===== src/rtl/xbar_slv_aw_w_arbiter.sv =====
// rtl/xbar_slv_aw_w_arbiter.sv - per-slave-port AW round-robin arbiter with in-order W steering
module xbar_slv_aw_w_arbiter #(
  parameter int NUM_MST      = 4,
  parameter int ID_WIDTH     = 4,
  parameter int W_FIFO_DEPTH = 4,
  parameter int IDX_W        = $clog2(NUM_MST)
) (
  input  logic                        clk_i,
  input  logic                        rst_ni,
  input  logic [NUM_MST-1:0]          mst_aw_valid_i,
  input  logic [NUM_MST*ID_WIDTH-1:0] mst_aw_id_i,
  output logic [NUM_MST-1:0]          mst_aw_ready_o,
  output logic                        slv_aw_valid_o,
  output logic [ID_WIDTH+IDX_W-1:0]   slv_aw_id_o,
  input  logic                        slv_aw_ready_i,
  output logic [IDX_W-1:0]            aw_sel_o,
  input  logic [NUM_MST-1:0]          mst_w_valid_i,
  input  logic [NUM_MST-1:0]          mst_w_last_i,
  output logic [NUM_MST-1:0]          mst_w_ready_o,
  output logic                        slv_w_valid_o,
  output logic                        slv_w_last_o,
  input  logic                        slv_w_ready_i,
  output logic [IDX_W-1:0]            w_sel_o,
  output logic                        w_sel_valid_o
);
  localparam int PTR_W = $clog2(W_FIFO_DEPTH);
  localparam int CNT_W = PTR_W + 1;
  localparam logic [CNT_W-1:0] DEPTH_C   = CNT_W'(W_FIFO_DEPTH);
  localparam logic [IDX_W:0]   NUM_MST_C = (IDX_W+1)'(NUM_MST);

  typedef enum logic {ARB, HOLD} state_e;

  state_e            state_q, state_d;
  logic [IDX_W-1:0]  rr_ptr_q, lock_idx_q, cand, aw_sel, head;
  logic [IDX_W:0]    scan_idx, next_rr;
  logic              any_req, full, aw_valid, push, pop;
  logic [ID_WIDTH-1:0] sel_id;
  logic [IDX_W-1:0]  fifo_q [W_FIFO_DEPTH];
  logic [PTR_W-1:0]  rd_ptr_q, wr_ptr_q;
  logic [CNT_W-1:0]  count_q;

  // Scanning from the far end down means the last hit wins, i.e. the one closest to rr_ptr.
  always_comb begin
    cand     = rr_ptr_q;
    any_req  = 1'b0;
    scan_idx = '0;
    for (int i = NUM_MST - 1; i >= 0; i--) begin
      scan_idx = {1'b0, rr_ptr_q} + (IDX_W+1)'(i);
      if (scan_idx >= NUM_MST_C) scan_idx = scan_idx - NUM_MST_C;
      if (mst_aw_valid_i[scan_idx[IDX_W-1:0]]) begin
        any_req = 1'b1;
        cand    = scan_idx[IDX_W-1:0];
      end
    end
  end

  assign full     = (count_q == DEPTH_C);
  assign aw_sel   = (state_q == HOLD) ? lock_idx_q : cand;
  assign aw_valid = rst_ni && ((state_q == HOLD) || (any_req && !full));
  assign push     = aw_valid && slv_aw_ready_i;
  assign head     = fifo_q[rd_ptr_q];

  always_comb begin
    state_d = state_q;
    case (state_q)
      ARB:     if (aw_valid && !slv_aw_ready_i) state_d = HOLD;
      HOLD:    if (slv_aw_ready_i) state_d = ARB;
      default: state_d = ARB;
    endcase
  end

  always_comb begin
    sel_id         = '0;
    mst_aw_ready_o = '0;
    mst_w_ready_o  = '0;
    for (int m = 0; m < NUM_MST; m++) begin
      if (aw_sel == IDX_W'(m)) begin
        sel_id            = mst_aw_id_i[m*ID_WIDTH +: ID_WIDTH];
        mst_aw_ready_o[m] = push;
      end
      if (head == IDX_W'(m)) mst_w_ready_o[m] = w_sel_valid_o && slv_w_ready_i;
    end
  end

  // Outputs are forced to zero while reset is asserted, independent of the clock.
  assign slv_aw_valid_o = aw_valid;
  assign aw_sel_o       = rst_ni ? aw_sel : '0;
  assign slv_aw_id_o    = rst_ni ? {aw_sel, sel_id} : '0;
  assign w_sel_o        = head;
  assign w_sel_valid_o  = (count_q != '0);
  assign slv_w_valid_o  = w_sel_valid_o && mst_w_valid_i[head];
  assign slv_w_last_o   = w_sel_valid_o && mst_w_last_i[head];
  assign pop            = slv_w_valid_o && slv_w_ready_i && slv_w_last_o;

  always_comb begin
    next_rr = {1'b0, aw_sel} + (IDX_W+1)'(1);
    if (next_rr >= NUM_MST_C) next_rr = '0;
  end

  always_ff @(posedge clk_i or negedge rst_ni) begin
    if (!rst_ni) begin
      state_q    <= ARB;
      rr_ptr_q   <= '0;
      lock_idx_q <= '0;
      rd_ptr_q   <= '0;
      wr_ptr_q   <= '0;
      count_q    <= '0;
      for (int d = 0; d < W_FIFO_DEPTH; d++) fifo_q[d] <= '0;
    end else begin
      state_q <= state_d;
      if (state_q == ARB && aw_valid && !slv_aw_ready_i) lock_idx_q <= cand;
      if (push) begin
        fifo_q[wr_ptr_q] <= aw_sel;
        wr_ptr_q         <= wr_ptr_q + PTR_W'(1);
        rr_ptr_q         <= next_rr[IDX_W-1:0];
      end
      if (pop) rd_ptr_q <= rd_ptr_q + PTR_W'(1);
      case ({push, pop})
        2'b10:   count_q <= count_q + CNT_W'(1);
        2'b01:   count_q <= count_q - CNT_W'(1);
        default: count_q <= count_q;
      endcase
    end
  end

`ifndef SYNTHESIS
  hold_stable_a: assert property (@(posedge clk_i) disable iff (!rst_ni)
    (state_q == HOLD) |-> mst_aw_valid_i[lock_idx_q]);
`endif

endmodule


===== config.mk =====
export PLATFORM = sky130hd
export DESIGN_NAME = xbar_slv_aw_w_arbiter
export DESIGN_NICKNAME = d
export VERILOG_FILES = /design/src/rtl/xbar_slv_aw_w_arbiter.sv
export SDC_FILE = /design/constraint.sdc
export NUM_CORES = 1
export LEC_CHECK = 0
export ABC_AREA = 1
export CORE_MARGIN = 8
export CORE_UTILIZATION = 47
export DETAILED_ROUTE_END_ITERATION = 10
export GPL_TIMING_DRIVEN = 0
export PLACE_DENSITY_LB_ADDON = 0.1
export SLEW_MARGIN = 10
export SYNTH_ARGS = -nofsm -noshare
export SYNTH_HDL_FRONTEND = slang
export SYNTH_SLANG_ARGS = --single-unit
export TNS_END_PERCENT = 100

===== constraint.sdc =====
create_clock -name clk_i -period 3.71 [get_ports clk_i]
set_input_delay 0.9275 -clock clk_i [delete_from_list [all_inputs] [get_ports clk_i]]
set_output_delay 0.9275 -clock clk_i [all_outputs]
set_load 0.02 [all_outputs]

* Word level (Yosys, flattened, before mapping)
Cells that the tools add are included.
** Storage, ports and cells
- Bits in registers :: 20
- Bits in latches :: 0
- ROM bits :: 0
- Input port bits :: 32
- Bits in writable memories :: 0
- Output and inout port bits :: 22
- Memories kept :: 0
- Word-level logic and storage cells :: 116
** Operators by class
- Multiply operators :: 0
- Shifts and indexed selects :: 0
- Mux-type cells :: 50
- Divide/modulo/power cells :: 0
- $add $sub $neg :: 12
- Bitwise gates (word level) :: 3
- Equal/unequal tests :: 9
- Reductions and logical operators :: 19
- Order comparisons :: 13
** Operators by type and width (count)
- 2-bit two-way mux :: 14
- 1-bit two-way mux :: 20
- 3-bit greater-or-equal comparator (second input constant) :: 6
- 4-bit two-way mux :: 4
- 2-bit by 3-bit less-than comparator with 1-bit output (second input constant) :: 5
- 1-bit binary-select mux with 2-bit select :: 6
- 1-bit logical AND :: 12
- 2-bit == test (second input constant) :: 5
- 8-bit bitwise mux :: 1
- 2-bit by 1-bit subtractor with 2-bit output (second input constant) :: 4
- 2-bit by 1-bit adder with 3-bit output (second input constant) :: 2
- 2-bit by 2-bit adder with 3-bit output (second input constant) :: 2
- 2-bit by 1-bit == test with 1-bit output (second input constant) :: 3
- 6-bit two-way mux :: 1
- 2-bit inverter with 3-bit output :: 2
- 3-bit case mux with 2 select lines :: 1
- 2-bit by 1-bit adder with 2-bit output (second input constant) :: 2
- 2-bit binary-select mux with 2-bit select :: 1
- 2-bit demux with 2-bit select :: 1
- 2-bit zero test :: 2
- 3-bit by 1-bit adder with 3-bit output (second input constant) :: 1
- 3-bit == test (second input constant) :: 1
- 2-bit by 3-bit greater-or-equal comparator with 1-bit output (second input constant) :: 1
- 3-bit by 1-bit less-than comparator with 1-bit output (second input constant) :: 1
- 7 further kinds :: 8

* Longest topological paths before layout
- Word-level depth :: 16
- Mapped depth :: 19
- Gate-level depth less buffers :: 18

* Worst setup path after synthesis
OpenSTA, ideal clock, no wires.
- Path type :: input to output
- From :: input port mst_aw_valid_i[2]
- To :: output port slv_aw_id_o[0]
- Data arrival time :: 2.633 ns
- Path slack :: 0.150 ns
- Path buffers :: 0
- Required time :: 2.783 ns
- Stages on the path :: 17
- Cells stage by stage :: nand2_1 > nand2_2 > nand2_2 > nand2_1 > nand2_1 > nand3_1 > nand3_1 > nand2_1 > nand2_1 > nand2_1 > inv_1 > ha_1 > inv_1 > nor2_1 > o21ai_0 > o21ai_0 > a21oi_1
** On the way
- Cells in the longest elaborated chain, start to end :: 13
- Elaborated cells between the ends (all ways) :: 22
- Classes of those cells :: 3 x eq/ne; 18 x mux; 1 x reduce/logical
** Ends and longest elaborated chain
- from (decl) :: line 10 : input logic [NUM_MST-1:0] mst_aw_valid_i,
- 1-bit binary-select mux with 2-bit select :: line 50 : if (mst_aw_valid_i[scan_idx[IDX_W-1:0]]) begin
- 1-bit two-way mux (not written as such) :: line 50
- 2-bit two-way mux (3 in a row) :: line 50
- 2-bit two-way mux * :: line 50
- 2-bit two-way mux * :: line 58 : assign aw_sel = (state_q == HOLD) ? lock_idx_q : cand;
- net aw_sel[1] :: line 34 : logic [IDX_W-1:0] rr_ptr_q, lock_idx_q, cand, aw_sel, head;
- 2-bit zero test :: line 77 : if (aw_sel == IDX_W'(m)) begin
- 4-bit two-way mux (3 in a row) :: line 77
- 4-bit two-way mux * :: line 77
- 6-bit two-way mux * :: line 88 : assign slv_aw_id_o = rst_ni ? {aw_sel, sel_id} : '0;
- to (decl) :: line 14 : output logic [ID_WIDTH+IDX_W-1:0] slv_aw_id_o,
Mark *: on every way through the listed nets, which the timed path passes. The rest lies on a longest branch. The select of a mux whose other input is x is not followed.

* Final worst setup path
- From :: input port mst_aw_valid_i[2]
- To :: output port aw_sel_o[1]
** On the way
- Cells in the longest elaborated chain, start to end :: 8
- Elaborated cells between the ends (all ways) :: 14
- Classes of those cells :: 14 x mux
** Ends and longest elaborated chain
- 1-bit binary-select mux with 2-bit select :: line 50
- 1-bit two-way mux (not written as such) :: line 50
- 2-bit two-way mux (3 in a row) :: line 50
- 2-bit two-way mux * :: line 50
- 2-bit two-way mux * :: line 58
- net aw_sel[1] :: line 34
- 2-bit two-way mux * :: line 87 : assign aw_sel_o = rst_ni ? aw_sel : '0;
- to (decl) :: line 16 : output logic [IDX_W-1:0] aw_sel_o,
Marked as above.

==> out/results.ini <==
[status]
status=finished, final reports clean

[yosys]
synthesis.area_um2=1710
synth_top_area_cell=dfrtp_1
synth_edf_count=0
synthCells=255
syn_nets=297
synth_commonest_cells=72 x nand2_1, 34 x inv_1, 21 x nor2_1
ys_ff_latch=20
synth_warnings=0
yosysMostFrequentCell=nand2_1
synth_top_area_share_pct=29.2
synth_flop_cell=dfrtp_1
avgSynthCellArea_um2=6.71
async_reset_ff_share_pct=100
synth.area.top_cells=dfrtp_1 29%, nand2_1 16%, inv_1 7.5%
yosysUniqueCellTypes=25
ys_seq_area_share_pct=29.2

[power_and_ir_drop]
finalPower_mw=2.37
ir_drop_v=0.000488
p_per_area_nw_per_um2=970
p_leak_nw=1.22

[detailed_routing]
route.met2.wl_um=1890
post_drt_via_cell_ratio=4.87
wl_met3_um=387
drc_errors=0
post_drt_wl_per_cell_um=11.6
antenna_left=0
m1WireLength_um=1890
top_layer=met4
num_vias=1771
routed_wl_um=4220
drt_iter0_drc=60
dr.pass1.iters=4

[grt]
gr-total-overflow=0
first_global_vias=1836
antenna_found_initial=0
grt_pass1_wl_um=7630
grt_max_degree=28
track_usage_pct=15.1

[sta]
finalHoldViolCount=0
period_share_pct=94.8
setup_ws_ns=0.192
max_slew_margin_pct=56.3
setup_viol=0
whs_ns=0.483
max_slew.worst_pin.slew_ns=0.656
rsz0062_at_grt=false
skew_ns=0.00122
max_freq_mhz=284
slew_violations=0
period_minus_slack_ns=3.52

[layout]
antenna-diode-count=0
drive_above_1_share_pct=23.7
postLayoutCoreUtil_pct=68.1
finalNetCount=360
areaGrowthSynthToFinish_pct=42.4
design_area_um2=2440

[floorplanning]
rows=22
start_util_pct=47.8
die_h_um=76.3
die_w_um=76.3
coreArea_um2=3580
fp.dieArea_um2=5830
ios=54

[clocking]
htreeDepth=1
cts_tree=yes
cts_made_buffers=3
path_clk_slew_ns=0.10
root_buffer=clkbuf_4
clock-sinks=20
worstSkewPairLatency_ns=0.29
cts_buffer_depth=2

[setup_path]
cp_max_fo=4
arrival_ns=2.59
cp-start-kind=primary input
cp-end-kind=output pin
crit_required_ns=2.78
critPathKind=primary input to output pin

[place]
hpwl_um=3250
port_buffers=53
gp_congestion=0.764
placed_area_um2=2300
post-place-ws_ns=-1.08

[min_path]
hp-class=register to register

[flow_run]
max-cap-violations=0

critical path: stages:
cell             delay (ns)
clkbuf_2               0.09
nand2_1                0.06
nand2_2                0.10
nand2_2                0.06
nand2_1                0.05
nand2_1                0.05
nand3_1                0.06
nand3_1                0.08
nand2_2                0.10
nand2_2                0.06
nand2_4                0.10
inv_4                  0.06
nor2_1                 0.15
clkdlybuf4s50_1        0.64
what timing repair did:
| action | in CTS | in global routing |
|---|---|---|
| setup endpoints to repair | 13 | 9 |
| cloned | 0 | 0 |
| resized for setup | 66 | 19 |
| buffers inserted | 3 | 2 |
| pin swaps | 12 | 19 |
| hold buffers | 0 | 0 |
| hold endpoints to repair | 0 | 0 |
layout by cell type, fill, tap and decap left out, types with 5 or more instances in the layout:
master and count:
a21oi_1 10, dlygate4sd2_1 5, nand2_2 27, nand3_1 13, ha_1 7, clkdlybuf4s50_1 38
inv_2 5, buf_4 12, dfrtp_1 20, nor2_1 20, inv_1 30, o21ai_0 12
nand2_1 57, o21ai_1 19
through the flow:
step                setup TNS [ns]  instances
floorplan                        0        255
global placement             -8.53        356
detailed placement           -9.04        356
CTS                              0        362
global route                     0        364
finish                           0        364
logic make-up (layout without fill, tap and decap cells):
logic type / after synthesis / count (layout) / share of synthesized area, %
AND/OR/NAND/NOR: 135 / 135 / 36.0
buffers and inverters: 45 / 106 / 12.5
AO/OA/AOI/OAI: 41 / 41 / 12.0
flip-flops: 20 / 20 / 29.2
adder cells (fa/ha/maj): 10 / 10 / 7.75
XOR/XNOR: 4 / 4 / 2.49
where the power goes:
| group | total, mW | leakage, nW | internal (mW) | switching (mW) |
|---|---|---|---|---|
| sequential | 0.387 | 0.250 | 0.319 | 0.0679 |
| clock | 0.0982 | 0.0138 | 0.0377 | 0.0605 |
| combinational | 1.88 | 0.958 | 0.769 | 1.11 |
cell type report:
class / count / area (µm²)
Clock buffer: 3 / 22.5
Fill cell: 341 / 1140
Multi-Input combinational cell: 190 / 1100
Inverter: 39 / 160
Buffer: 6 / 60.1
Tap cell: 48 / 60.1
Sequential cell: 20 / 500
Timing Repair Buffer: 58 / 534
sequential cells by signal (all words and copies together), names as in the netlist:
register    flops
state_q         1
wr_ptr_q        2
rd_ptr_q        2
lock_idx_q      2
rr_ptr_q        2
fifo_q          8
count_q         3
per-layer routing:
| layer | vias to the layer above | GRT usage [%] |
|---|---|---|
| met4 | 0 | 4.81 |
| met5 | - | 0 |
| met3 | 4 | 5.42 |
| met1 | 778 | 17.9 |
| met2 | 66 | 24.9 |
| li1 | 923 | - |
worst paths after layout:
path	end	slack, ns	start	cells after the start
setup / recovery	aw_sel_o[1]	0.19	mst_aw_valid_i[2]	14
min in group asynchronous	lock_idx_q[1]	0.75	rst_ni	1
hold reg to reg	count_q[0]	0.48	count_q[0]	1
hold / removal	count_q[0]	0.48	count_q[0]	1
setup reg to reg	count_q[2]	1.02	rr_ptr_q[0]	18
max in group asynchronous	fifo_q[4]	2.54	rst_ni	1
Note: power is estimated with default switching activity, not from simulation.
